$ cat src/rtl/srec_pkg.sv
// -----------------------------------------------------------------------------
// srec_pkg
// Shared definitions for the S-record word parser:
//   - parser state enumeration
//   - ASCII constants for the record marker, record types and line endings
//   - per-record-type helpers (address byte count, data/start record class)
//   - ASCII hex helpers (is_hex / hex_val)
// No ports; imported by srec_hex_nibble and srec_word_parser.
// -----------------------------------------------------------------------------
package srec_pkg;

  typedef enum logic [2:0] {
    ST_IDLE,
    ST_TYPE,
    ST_COUNT,
    ST_ADDR,
    ST_DATA,
    ST_CSUM,
    ST_EOL,
    ST_SKIP
  } srec_state_e;

  localparam logic [7:0] CH_S  = 8'h53;  // 'S'
  localparam logic [7:0] CH_CR = 8'h0D;
  localparam logic [7:0] CH_LF = 8'h0A;
  localparam logic [7:0] CH_SP = 8'h20;

  localparam logic [7:0] CH_T0 = 8'h30;
  localparam logic [7:0] CH_T1 = 8'h31;
  localparam logic [7:0] CH_T2 = 8'h32;
  localparam logic [7:0] CH_T3 = 8'h33;
  localparam logic [7:0] CH_T5 = 8'h35;
  localparam logic [7:0] CH_T7 = 8'h37;
  localparam logic [7:0] CH_T8 = 8'h38;
  localparam logic [7:0] CH_T9 = 8'h39;

  function automatic logic is_type(input logic [7:0] c);
    return (c == CH_T0) || (c == CH_T1) || (c == CH_T2) || (c == CH_T3) ||
           (c == CH_T5) || (c == CH_T7) || (c == CH_T8) || (c == CH_T9);
  endfunction

  // Number of address bytes carried by each record type.
  function automatic logic [2:0] addr_bytes(input logic [7:0] c);
    logic [2:0] n;
    case (c)
      CH_T2, CH_T8: n = 3'd3;
      CH_T3, CH_T7: n = 3'd4;
      default:      n = 3'd2;
    endcase
    return n;
  endfunction

  // Records whose data field is written to memory.
  function automatic logic is_data_type(input logic [7:0] c);
    return (c == CH_T1) || (c == CH_T2) || (c == CH_T3);
  endfunction

  // Records that carry a start (entry) address.
  function automatic logic is_start_type(input logic [7:0] c);
    return (c == CH_T7) || (c == CH_T8) || (c == CH_T9);
  endfunction

  function automatic logic is_hex(input logic [7:0] c);
    return ((c >= 8'h30) && (c <= 8'h39)) ||
           ((c >= 8'h41) && (c <= 8'h46)) ||
           ((c >= 8'h61) && (c <= 8'h66));
  endfunction

  // 'A'/'a' have low nibble 1, so letters map to low nibble + 9.
  function automatic logic [3:0] hex_val(input logic [7:0] c);
    logic [3:0] v;
    if ((c >= 8'h30) && (c <= 8'h39)) begin
      v = c[3:0];
    end else if (is_hex(c)) begin
      v = c[3:0] + 4'd9;
    end else begin
      v = 4'd0;
    end
    return v;
  endfunction

endpackage

$ cat src/rtl/srec_hex_nibble.sv
// -----------------------------------------------------------------------------
// srec_hex_nibble
// ASCII to nibble decoder for the character presented on the (already
// registered) UART character output. Decoding is combinational so that the
// parser can act on a character in the cycle it is offered.
// Ports:
//   char_data  in  8  ASCII character
//   char_ready in  1  character valid this cycle
//   nib_valid  out 1  valid character that is a hex digit
//   nib_bad    out 1  valid character that is not a hex digit
//   nib_value  out 4  decoded value (0 when not a hex digit)
// -----------------------------------------------------------------------------
module srec_hex_nibble
  import srec_pkg::*;
(
  input  logic [7:0] char_data,
  input  logic       char_ready,
  output logic       nib_valid,
  output logic       nib_bad,
  output logic [3:0] nib_value
);

  assign nib_valid = char_ready &&  is_hex(char_data);
  assign nib_bad   = char_ready && !is_hex(char_data);
  assign nib_value = hex_val(char_data);

endmodule

$ cat src/rtl/srec_word_parser.sv
// -----------------------------------------------------------------------------
// srec_word_parser
// Parses an ASCII Motorola S-record stream (S0/1/2/3/5/7/8/9) one character
// per char_ready and emits BYTES-wide lane-aligned memory writes with strobes.
// Ports:
//   clock, reset_n (synchronous, active low)
//   char_data/char_ready      character input, no backpressure
//   format_error/checksum_error one-cycle error pulses
//   error_location            record index of the most recent error
//   write_address/data/strobe/enable  word write port (little-endian lanes)
//   start_address/start_valid only when SREC_START_ADDR_EN is defined
// Optional feature macro: SREC_START_ADDR_EN
// -----------------------------------------------------------------------------
module srec_word_parser
  import srec_pkg::*;
#(
  parameter int BYTES  = 4,
  parameter int ADDR_W = 32,
  parameter int LOC_W  = 8
) (
  input  logic                 clock,
  input  logic                 reset_n,
  input  logic [7:0]           char_data,
  input  logic                 char_ready,
  output logic                 format_error,
  output logic                 checksum_error,
  output logic [LOC_W-1:0]     error_location,
  output logic [ADDR_W-1:0]    write_address,
  output logic [8*BYTES-1:0]   write_data,
  output logic [BYTES-1:0]     write_strobe,
  output logic                 write_enable
`ifdef SREC_START_ADDR_EN
  ,
  output logic [ADDR_W-1:0]    start_address,
  output logic                 start_valid
`endif
);

  localparam int LANE_W = (BYTES > 1) ? $clog2(BYTES) : 1;
  localparam logic [ADDR_W-1:0] ALIGN_MASK = ~ADDR_W'(BYTES - 1);

  srec_state_e            state_q, state_d;
  logic [7:0]             rtype_q, rtype_d;
  logic                   phase_q, phase_d;       // 1: high nibble captured
  logic [3:0]             hi_nib_q, hi_nib_d;
  logic [7:0]             count_q, count_d;
  logic [7:0]             left_q, left_d;         // bytes left in ADDR/DATA
  logic [ADDR_W-1:0]      addr_q, addr_d;
  logic [7:0]             sum_q, sum_d;
  logic [LOC_W-1:0]       line_q, line_d;
  logic [8*BYTES-1:0]     acc_word_q, acc_word_d;
  logic [BYTES-1:0]       acc_strb_q, acc_strb_d;
  logic                   fmt_err_q, fmt_err_d;
  logic                   csum_err_q, csum_err_d;
  logic [LOC_W-1:0]       err_loc_q, err_loc_d;
  logic [ADDR_W-1:0]      wr_addr_q, wr_addr_d;
  logic [8*BYTES-1:0]     wr_data_q, wr_data_d;
  logic [BYTES-1:0]       wr_strb_q, wr_strb_d;
  logic                   wr_en_q, wr_en_d;
`ifdef SREC_START_ADDR_EN
  logic [ADDR_W-1:0]      start_addr_q, start_addr_d;
  logic                   start_valid_q, start_valid_d;
`endif

  logic                   nib_valid, nib_bad;
  logic [3:0]             nib_value;
  logic                   byte_done;
  logic [7:0]             byte_val;
  logic [2:0]             ab;
  logic [7:0]             data_len;
  logic [LANE_W-1:0]      lane;
  logic [BYTES-1:0]       lane_hit;

  srec_hex_nibble u_nib (
    .char_data  (char_data),
    .char_ready (char_ready),
    .nib_valid  (nib_valid),
    .nib_bad    (nib_bad),
    .nib_value  (nib_value)
  );

  assign ab       = addr_bytes(rtype_q);
  assign data_len = count_q - {5'b0, ab} - 8'd1;
  assign byte_val = {hi_nib_q, nib_value};
  assign lane     = (BYTES > 1) ? addr_q[LANE_W-1:0] : '0;

  for (genvar gi = 0; gi < BYTES; gi++) begin : g_lane
    assign lane_hit[gi] = (lane == LANE_W'(gi));
  end

  always_comb begin
    state_d    = state_q;
    rtype_d    = rtype_q;
    phase_d    = phase_q;
    hi_nib_d   = hi_nib_q;
    count_d    = count_q;
    left_d     = left_q;
    addr_d     = addr_q;
    sum_d      = sum_q;
    line_d     = line_q;
    acc_word_d = acc_word_q;
    acc_strb_d = acc_strb_q;
    fmt_err_d  = 1'b0;
    csum_err_d = 1'b0;
    err_loc_d  = err_loc_q;
    wr_addr_d  = wr_addr_q;
    wr_data_d  = wr_data_q;
    wr_strb_d  = wr_strb_q;
    wr_en_d    = 1'b0;
`ifdef SREC_START_ADDR_EN
    start_addr_d  = start_addr_q;
    start_valid_d = 1'b0;
`endif
    byte_done  = 1'b0;

    // Character-level decoding: framing characters and nibble pairing.
    if (char_ready) begin
      case (state_q)
        ST_IDLE: begin
          if (char_data == CH_S) begin
            line_d  = line_q + LOC_W'(1);
            state_d = ST_TYPE;
          end else if ((char_data != CH_CR) && (char_data != CH_LF) &&
                       (char_data != CH_SP)) begin
            fmt_err_d = 1'b1;
            err_loc_d = line_q;
            state_d   = ST_SKIP;
          end
        end
        ST_TYPE: begin
          if (is_type(char_data)) begin
            rtype_d    = char_data;
            phase_d    = 1'b0;
            addr_d     = '0;
            sum_d      = '0;
            acc_word_d = '0;
            acc_strb_d = '0;
            state_d    = ST_COUNT;
          end else begin
            fmt_err_d = 1'b1;
            err_loc_d = line_q;
            state_d   = ST_SKIP;
          end
        end
        ST_COUNT, ST_ADDR, ST_DATA, ST_CSUM: begin
          if (nib_bad) begin
            fmt_err_d = 1'b1;
            err_loc_d = line_q;
            phase_d   = 1'b0;
            state_d   = ST_SKIP;
          end else if (nib_valid && !phase_q) begin
            hi_nib_d = nib_value;
            phase_d  = 1'b1;
          end else if (nib_valid) begin
            phase_d   = 1'b0;
            byte_done = 1'b1;
          end
        end
        ST_EOL: begin
          if ((char_data == CH_CR) || (char_data == CH_LF)) begin
            state_d = ST_IDLE;
          end else begin
            fmt_err_d = 1'b1;
            err_loc_d = line_q;
            state_d   = ST_SKIP;
          end
        end
        default: begin  // ST_SKIP
          if ((char_data == CH_CR) || (char_data == CH_LF)) begin
            state_d = ST_IDLE;
          end
        end
      endcase
    end

    // Byte-level record handling once both nibbles are in.
    if (byte_done) begin
      case (state_q)
        ST_COUNT: begin
          count_d = byte_val;
          sum_d   = byte_val;
          left_d  = {5'b0, ab};
          if (byte_val <= {5'b0, ab}) begin
            fmt_err_d = 1'b1;
            err_loc_d = line_q;
            state_d   = ST_SKIP;
          end else begin
            state_d = ST_ADDR;
          end
        end
        ST_ADDR: begin
          addr_d = {addr_q[ADDR_W-9:0], byte_val};
          sum_d  = sum_q + byte_val;
          left_d = left_q - 8'd1;
          if (left_q == 8'd1) begin
            if (data_len == 8'd0) begin
              state_d = ST_CSUM;
            end else begin
              left_d  = data_len;
              state_d = ST_DATA;
            end
          end
        end
        ST_DATA: begin
          sum_d  = sum_q + byte_val;
          addr_d = addr_q + ADDR_W'(1);
          left_d = left_q - 8'd1;
          if (is_data_type(rtype_q)) begin
            for (int i = 0; i < BYTES; i++) begin
              if (lane_hit[i]) begin
                acc_word_d[8*i +: 8] = byte_val;
                acc_strb_d[i]        = 1'b1;
              end
            end
            // Flush on the top lane or the record's last byte so no word
            // ever carries bytes from two records.
            if (lane_hit[BYTES-1] || (left_q == 8'd1)) begin
              wr_en_d    = 1'b1;
              wr_addr_d  = addr_q & ALIGN_MASK;
              wr_data_d  = acc_word_d;
              wr_strb_d  = acc_strb_d;
              acc_word_d = '0;
              acc_strb_d = '0;
            end
          end
          if (left_q == 8'd1) begin
            state_d = ST_CSUM;
          end
        end
        ST_CSUM: begin
          state_d = ST_EOL;
          if (byte_val != ~sum_q) begin
            csum_err_d = 1'b1;
            err_loc_d  = line_q;
          end
`ifdef SREC_START_ADDR_EN
          else if (is_start_type(rtype_q)) begin
            start_addr_d  = addr_q;
            start_valid_d = 1'b1;
          end
`endif
        end
        default: ;
      endcase
    end
  end

  always_ff @(posedge clock) begin
    if (!reset_n) begin
      state_q    <= ST_IDLE;
      rtype_q    <= '0;
      phase_q    <= 1'b0;
      hi_nib_q   <= '0;
      count_q    <= '0;
      left_q     <= '0;
      addr_q     <= '0;
      sum_q      <= '0;
      line_q     <= '0;
      acc_word_q <= '0;
      acc_strb_q <= '0;
      fmt_err_q  <= 1'b0;
      csum_err_q <= 1'b0;
      err_loc_q  <= '0;
      wr_addr_q  <= '0;
      wr_data_q  <= '0;
      wr_strb_q  <= '0;
      wr_en_q    <= 1'b0;
`ifdef SREC_START_ADDR_EN
      start_addr_q  <= '0;
      start_valid_q <= 1'b0;
`endif
    end else begin
      state_q    <= state_d;
      rtype_q    <= rtype_d;
      phase_q    <= phase_d;
      hi_nib_q   <= hi_nib_d;
      count_q    <= count_d;
      left_q     <= left_d;
      addr_q     <= addr_d;
      sum_q      <= sum_d;
      line_q     <= line_d;
      acc_word_q <= acc_word_d;
      acc_strb_q <= acc_strb_d;
      fmt_err_q  <= fmt_err_d;
      csum_err_q <= csum_err_d;
      err_loc_q  <= err_loc_d;
      wr_addr_q  <= wr_addr_d;
      wr_data_q  <= wr_data_d;
      wr_strb_q  <= wr_strb_d;
      wr_en_q    <= wr_en_d;
`ifdef SREC_START_ADDR_EN
      start_addr_q  <= start_addr_d;
      start_valid_q <= start_valid_d;
`endif
    end
  end

  assign format_error   = fmt_err_q;
  assign checksum_error = csum_err_q;
  assign error_location = err_loc_q;
  assign write_address  = wr_addr_q;
  assign write_data     = wr_data_q;
  assign write_strobe   = wr_strb_q;
  assign write_enable   = wr_en_q;
`ifdef SREC_START_ADDR_EN
  assign start_address  = start_addr_q;
  assign start_valid    = start_valid_q;
`endif

endmodule

$ cat config.mk
export PLATFORM = sky130hd
export DESIGN_NAME = srec_word_parser
export DESIGN_NICKNAME = d
export VERILOG_FILES = /design/src/rtl/srec_pkg.sv /design/src/rtl/srec_hex_nibble.sv /design/src/rtl/srec_word_parser.sv
export SDC_FILE = /design/constraint.sdc
export NUM_CORES = 1
export LEC_CHECK = 0
export CAP_MARGIN = 15
export CORE_AREA = 10 10 111 188
export CTS_CLUSTER_DIAMETER = 80
export DETAILED_ROUTE_END_ITERATION = 8
export DIE_AREA = 0 0 121 198
export PLACE_DENSITY = 0.76
export SLEW_MARGIN = 20
export SYNTH_ARGS = -nofsm -noshare
export SYNTH_HDL_FRONTEND = slang
export SYNTH_SLANG_ARGS = --single-unit
$ cat constraint.sdc
create_clock -name clock -period 7.3 [get_ports clock]
set_input_delay 0.73 -clock clock [delete_from_list [all_inputs] [get_ports clock]]
set_output_delay 0.73 -clock clock [all_outputs]
set_load 0.01 [all_outputs]
# Word level (Yosys, flattened, before mapping)
# Index checks and enable logic that the tools add are counted.
[word_totals]
inputBits = 11
output_inout_bits = 79
regBits = 193
[classes]
muxes = 85
n_addsub = 7
n_bitwise = 2
n_reduce_logical = 41
order_cmp = 7
eq_ne = 32
[ops]
columns = ["operator", "n"]
rows = [
  ["two-way mux 32 bit", 11],
  ["two-way mux 8 bit", 19],
  ["equality test 8 x 6 -> 1 bit, second input constant", 13],
  ["case mux 32 bit (2 select lines)", 1],
  ["two-way mux 4 bit", 9],
  ["two-way mux 3 bit", 11],
  ["adder 32 x 1 -> 32 bit, second input constant", 1],
  ["case mux 8 bit (2 select lines)", 2],
  ["case mux 8 bit (4 select lines)", 1],
  ["two-way mux 1 bit", 25],
  ["case mux 3 bit (4 select lines)", 2],
  ["case mux 8 bit (3 select lines)", 1],
  ["equality test 8 x 4 -> 1 bit, second input constant", 2],
  [">= comparator 8 x 7 -> 1 bit, second input constant", 2],
  ["less-or-equal comparator 8 x 7 -> 1 bit, second input constant", 2],
  ["!= test 8 x 4 -> 1 bit, second input constant", 2],
  ["AND reduction 4 bit", 4],
  ["subtractor 8 x 1 -> 8 bit, second input constant", 2],
  ["logical OR 1 bit", 13],
  ["equality test 3 bit, second input constant", 3],
  ["AND reduction 3 bit", 3],
  ["adder 8 x 1 -> 8 bit, second input constant", 1],
  ["adder 8 bit", 1],
  ["equality test 8 x 1 -> 1 bit, second input constant", 1],
  ["other kinds (29)", 42],
]

# Depth between registers and ports, before layout
[depth]
depth_word = 16
ltp_mapped = 17
mapped_depth_nobuf = 17

# Modules after synthesis
# Synthesis repeated with hierarchy kept, for this count alone.
[hier_totals]
cells_unflattened = 1126
hier_area_um2 = 9441.6
[modules_own_cells]
columns = ["module", "area_per_inst_um2", "cells_each", "instances"]
rows = [
  ["srec_word_parser", 9223.8, 1099, 1],
  ["srec_hex_nibble", 217.7, 27, 1],
]

# Least setup slack after synthesis
# OpenSTA, ideal clock, no wires.
[synth_timing]
kind = "input -> register"
start = "input char_data[0]"
end = "register err_loc_q[0], in the netlist error_location[0]"
t_arrival_ns = 3.692
setup_slack_ns = 3.470
path_buffers = 2
stages = 16
required_time_ns = 7.162
path_cell_list = "inv_1 ha_1 nor3b_1 or4b_4 o21ai_1 buf_4 and2_1 clkbuf_1 ha_1 nor2b_1 o21a_1 o21ai_0 nand3_1 nor2_1 a211oi_4 mux2i_1"
[synth_lines]
columns = ["element", "line_no", "rtl"]
rows = [
  ["start: declaration", "srec_word_parser.sv:23", "input logic [7:0] char_data,"],
  [">= comparator 8 x 6 -> 1 bit (tied with other cells)", "srec_pkg.sv:64, srec_pkg.sv:72", ""],
  ["logical AND 1 bit (on tied branches)", "srec_pkg.sv:64, srec_pkg.sv:72, srec_pkg.sv:65", ""],
  ["logical OR 1 bit", "srec_pkg.sv:64", "return ((c >= 8'h30) && (c <= 8'h39)) ||"],
  ["logical OR 1 bit", "srec_pkg.sv:65", "((c >= 8'h41) && (c <= 8'h46)) ||"],
  ["two-way mux 4 bit", "srec_pkg.sv:74", "end else if (is_hex(c)) begin"],
  ["two-way mux 4 bit (*)", "srec_pkg.sv:72", "if ((c >= 8'h30) && (c <= 8'h39)) begin"],
  ["named net nib_value[1]", "srec_word_parser.sv:66", "logic [3:0] nib_value;"],
  ["less-or-equal comparator 8 x 3 -> 1 bit / != test 8 bit (equally long branches)", "srec_word_parser.sv:183, srec_word_parser.sv:232", ""],
  ["two-way mux 8 bit (on tied branches)", "srec_word_parser.sv:183, srec_word_parser.sv:232", ""],
  ["case mux 8 bit (2 select lines) (*)", "srec_word_parser.sv:178", "case (state_q)"],
  ["two-way mux 8 bit (*)", "srec_word_parser.sv:177", "if (byte_done) begin"],
  ["end signal: assignment", "srec_word_parser.sv:286", "err_loc_q <= err_loc_d;"],
  ["end: declaration", "srec_word_parser.sv:55", "logic [LOC_W-1:0] err_loc_q, err_loc_d;"],
]
# The timed path passes the listed nets; every way through them passes the cells marked *.
# A chain may end at the register's enable or synchronous reset.

# Worst setup path in the final report
[layout_timing]
start = "input char_data[0]"
end = "register wr_strb_q[1], in the netlist write_strobe[1]"
[layout_between]
elab_chain_cells = 12
[layout_lines]
columns = ["element", "line_no", "rtl"]
rows = [
  ["branches (longest 12 deep; another with >= comparator 8 x 6 -> 1 bit)", "n/a", ""],
  ["end signal: assignment", "srec_word_parser.sv:289", "wr_strb_q <= wr_strb_d;"],
  ["end: declaration", "srec_word_parser.sv:58", "logic [BYTES-1:0] wr_strb_q, wr_strb_d;"],
]
# Parallel ways; which one is timed is not known.

==> run_results.csv <==
group,metric,value,unit
run_status,run_status,"completed",
synth,synth_area,9580,sq um
synth,synth_edf_count,0,
worst_setup_path,reg2reg_from,"state_q[2]",
sta,whs,0.445,ns
global_route,grt_pass1_vias,8891,
cts,cts_tree,"done",
layout,nNetsFinal,1317,
synth,yosysMostFrequentCell,"nand2_1",
worst_setup_path,crit_chain,"clkdlybuf4s50_1 -> inv_1 -> ha_1 -> nor3b_1 -> or4b_4 -> o21ai_1 -> nand4_1 -> nor2b_4 -> buf_4 -> nor2_1 -> nor3_1",
worst_hold_path,worstHoldEndpoint,"acc_word_q[29]",
synth,async_reset_ff_share,0,%
synth,synth-main-ff-cell,"dfxtp_1",
cts,post_cts_buffers,0,
worst_setup_path,cp_data_arrival_time,5.27,ns
layout,nFillCells,1612,
global_route,grt_max_degree,73,
sta,finalClockSkew,0.0130,ns
worst_setup_path,path_buf_inv,3,
cts,cts_max_path_buffers,2,
synth,synthTopCellsByCount,"nand2_1 (220), dfxtp_1 (193), nor2_1 (154)",
layout,fin_cells,1526,
cts,holdBufCountCts,0,
pwr,leakage,3.81,nW
cts,h-tree-depth,4,
cts,cts_resized,0,
floorplanning,die_h,198,um
global_route,track_usage,22.0,%
drt,ant_nets,0,
worst_setup_path,cp-start-kind,"input pin",
synth,ys_warn_count,0,
layout,layout-drive-gt1-share,4.33,%
synth,syn_area_per_cell,7.62,sq um
synth,synth.top_cell.area_share,40.3,%
worst_setup_path,cpMaxStageDelayCell,"nor2b_4",
worst_hold_path,hold_depth,2,
drt,drt-total-wl,26.7,mm
placed_design,dp_cells,1494,
sta,fin_setup_tns,0,ns
layout,seqCellArea,3860,sq um
floorplanning,ios,90,
drt,firstDrtPassIters,5,
worst_setup_path,slowest_delay,0.96,ns
drt,remaining_drc_errors,0,
worst_setup_path,reg2reg_slack,2.59,ns
floorplanning,dieArea,24000,sq um
drt,via_per_inst,5.95,
placed_design,hpwl,18.9,mm
pwr,ir_drop,0.127,mV
drt,num_vias,9075,
global_route,grt_pass1_wl,43.2,mm
floorplanning,rows,65,
worst_setup_path,critical_path_class,"input pin to flop",
synth,yosysTopAreaCell,"dfxtp_1",
sta,rsz0062_at_grt,"false",
drt,wl_per_cell,17.5,um
cts,path_clk_slew,0.08,ns
worst_setup_path,critPathCaptureType,"flop",
global_route,grt.overflow.total,0,
sta,period_minus_slack,4.91,ns
cts,cts_inserted_buffers,17,
sta,fmax,0.204,GHz
worst_setup_path,path_max_fanout,42,
cts,clock_latency,0.45,ns
worst_setup_path,rr_worst_depth,7,
worst_setup_path,cp_top_family,"simple AND/OR/NAND/NOR gates",
floorplanning,die_w,121,um
worst_hold_path,hold_path_startpoint,"acc_word_q[29]",
placed_design,dpl_worst_slack,1.93,ns
layout,areaGrowthSynthToFinish,15.3,%
floorplanning,core_area,17800,sq um
worst_hold_path,hp-class,"flop to flop",
global_route,antenna_found_initial,0,
synth,synth.area.top_cells,"dfxtp_1 (40%), nand2_1 (8.6%), nor2_1 (6.0%), a21oi_1 (5.3%), o21ai_0 (3.9%)",
synth,synthCells,1257,
pwr,powerDensity,192,nW/um^2
sta,setup_viol_count_final,0,
sta,finalCritPeriodShare,67.3,%
synth,synth_cell_types,64,
worst_setup_path,r2r-end,"write_strobe[1]",
sta,slew_violations,0,
floorplanning,start_util,53.8,%
layout,multi_input_area,5220,sq um
cts,clock_sinks,193,
sta,setup_ws,2.39,ns
sta,tightest_slew,1.06,ns
sta,slew_headroom,29.5,%
sta,hold_violations,0,
worst_setup_path,cp.required,7.66,ns
layout,antenna_cells,0,
placed_design,place.gp.congestion,0.930,
job,cap_violations,0,
cts,cts-root-buf,"clkbuf_16",
placed_design,port_buffers,87,
drt,drt-initial-drc-count,541,
synth,ys_seq_elements,193,
synth,synth_seq_area_share,40.3,%
==> how the worst max path moves through the flow <==
stage,start,end,cells after the start
floorplan,char_data[0],error_location[0],16
global placement,char_data[0],write_strobe[1],11
detailed placement,char_data[0],write_strobe[1],11
CTS,char_data[0],write_strobe[1],11
global route,char_data[0],write_data[2],11
finish,char_data[0],write_strobe[1],11
==> worst reg2reg max path, delay by kind of cell (launching register included) <==
kind	cells	cell delay, ns
buf+inv	1	0.44
flops	1	0.76
simple gates	6	3.43
==> layer usage <==
layer  vias up  track usage, %  routed length, um
met2       307            40.8              14200
met5         -               0                  0
met4         0            12.9               1220
met1      4260            22.3               9960
li1       4428               -                  -
met3        80            3.45               1380
==> power by group <==
group          internal [W]  leakage (nW)  switching, W
Combinational     0.0000366          1.98     0.0000784
Clock              0.000489         0.282      0.000454
Sequential          0.00105          1.55     0.0000112
Total               0.00158          3.81      0.000544
==> sequential cells by signal, summed over array words and instances, names as in the netlist, 30 cells and up <==
| name | cells |
|---|---|
| addr_q | 32 |
| write_data | 32 |
| write_address | 30 |
| acc_word_q | 32 |
==> final cells by class <==
type,count,area share (%)
flip-flops and latches,193,35.0
well taps,234,2.65
clock buffers,18,3.88
repair buffers,100,8.76
clock inverters,14,1.54
multi-input cells,940,47.3
inverters,27,0.929
==> placed cells by master (no fill, tap or decap), types with 5 or more instances in the layout <==
cell             count
inv_1               26
ha_1                25
and2_1               7
a21oi_1            102
nand4_1             14
a31oi_1             10
nand2b_1             8
a21o_1               6
or3_1                6
nor4_1              11
nor2_1             154
and3_1              14
o21ai_0             74
o22ai_1             11
nor3_1              53
nand2_1            220
xnor2_1             19
mux2i_1             23
nand3_1             34
a22oi_1             19
o211ai_1             6
clkdlybuf4s50_1     87
a32oi_1              5
buf_4               13
nor2b_1              5
xor2_1              12
a211oi_1            24
dfxtp_1            193
o32ai_1              9
clkbuf_16           17
==> logic make-up after synthesis <==
group / Yosys count / share of synthesized area, %
buffers and inverters: 125 / 5.44
AO/OA/AOI/OAI: 299 / 19.1
adder cells (fa/ha/maj): 27 / 3.68
flip-flops: 193 / 40.3
other: 1 / 0.0391
XOR/XNOR: 31 / 2.83
AND/OR/NAND/NOR: 558 / 26.2
multiplexers: 23 / 2.40
==> metrics by stage <==
stage | cell area (sq um) | utilization (%) | total power, W
after CTS | 11000 | 62.0 | 0.00213
after global placement | 10500 | 58.7 | 0.00120
after floorplan | 9590 | - | 0.00117
after detailed placement | 10500 | 58.7 | 0.00120
after global routing | 11000 | 62.0 | 0.00219
final | 11000 | 62.0 | 0.00212
(Power assumes the default switching activity.)
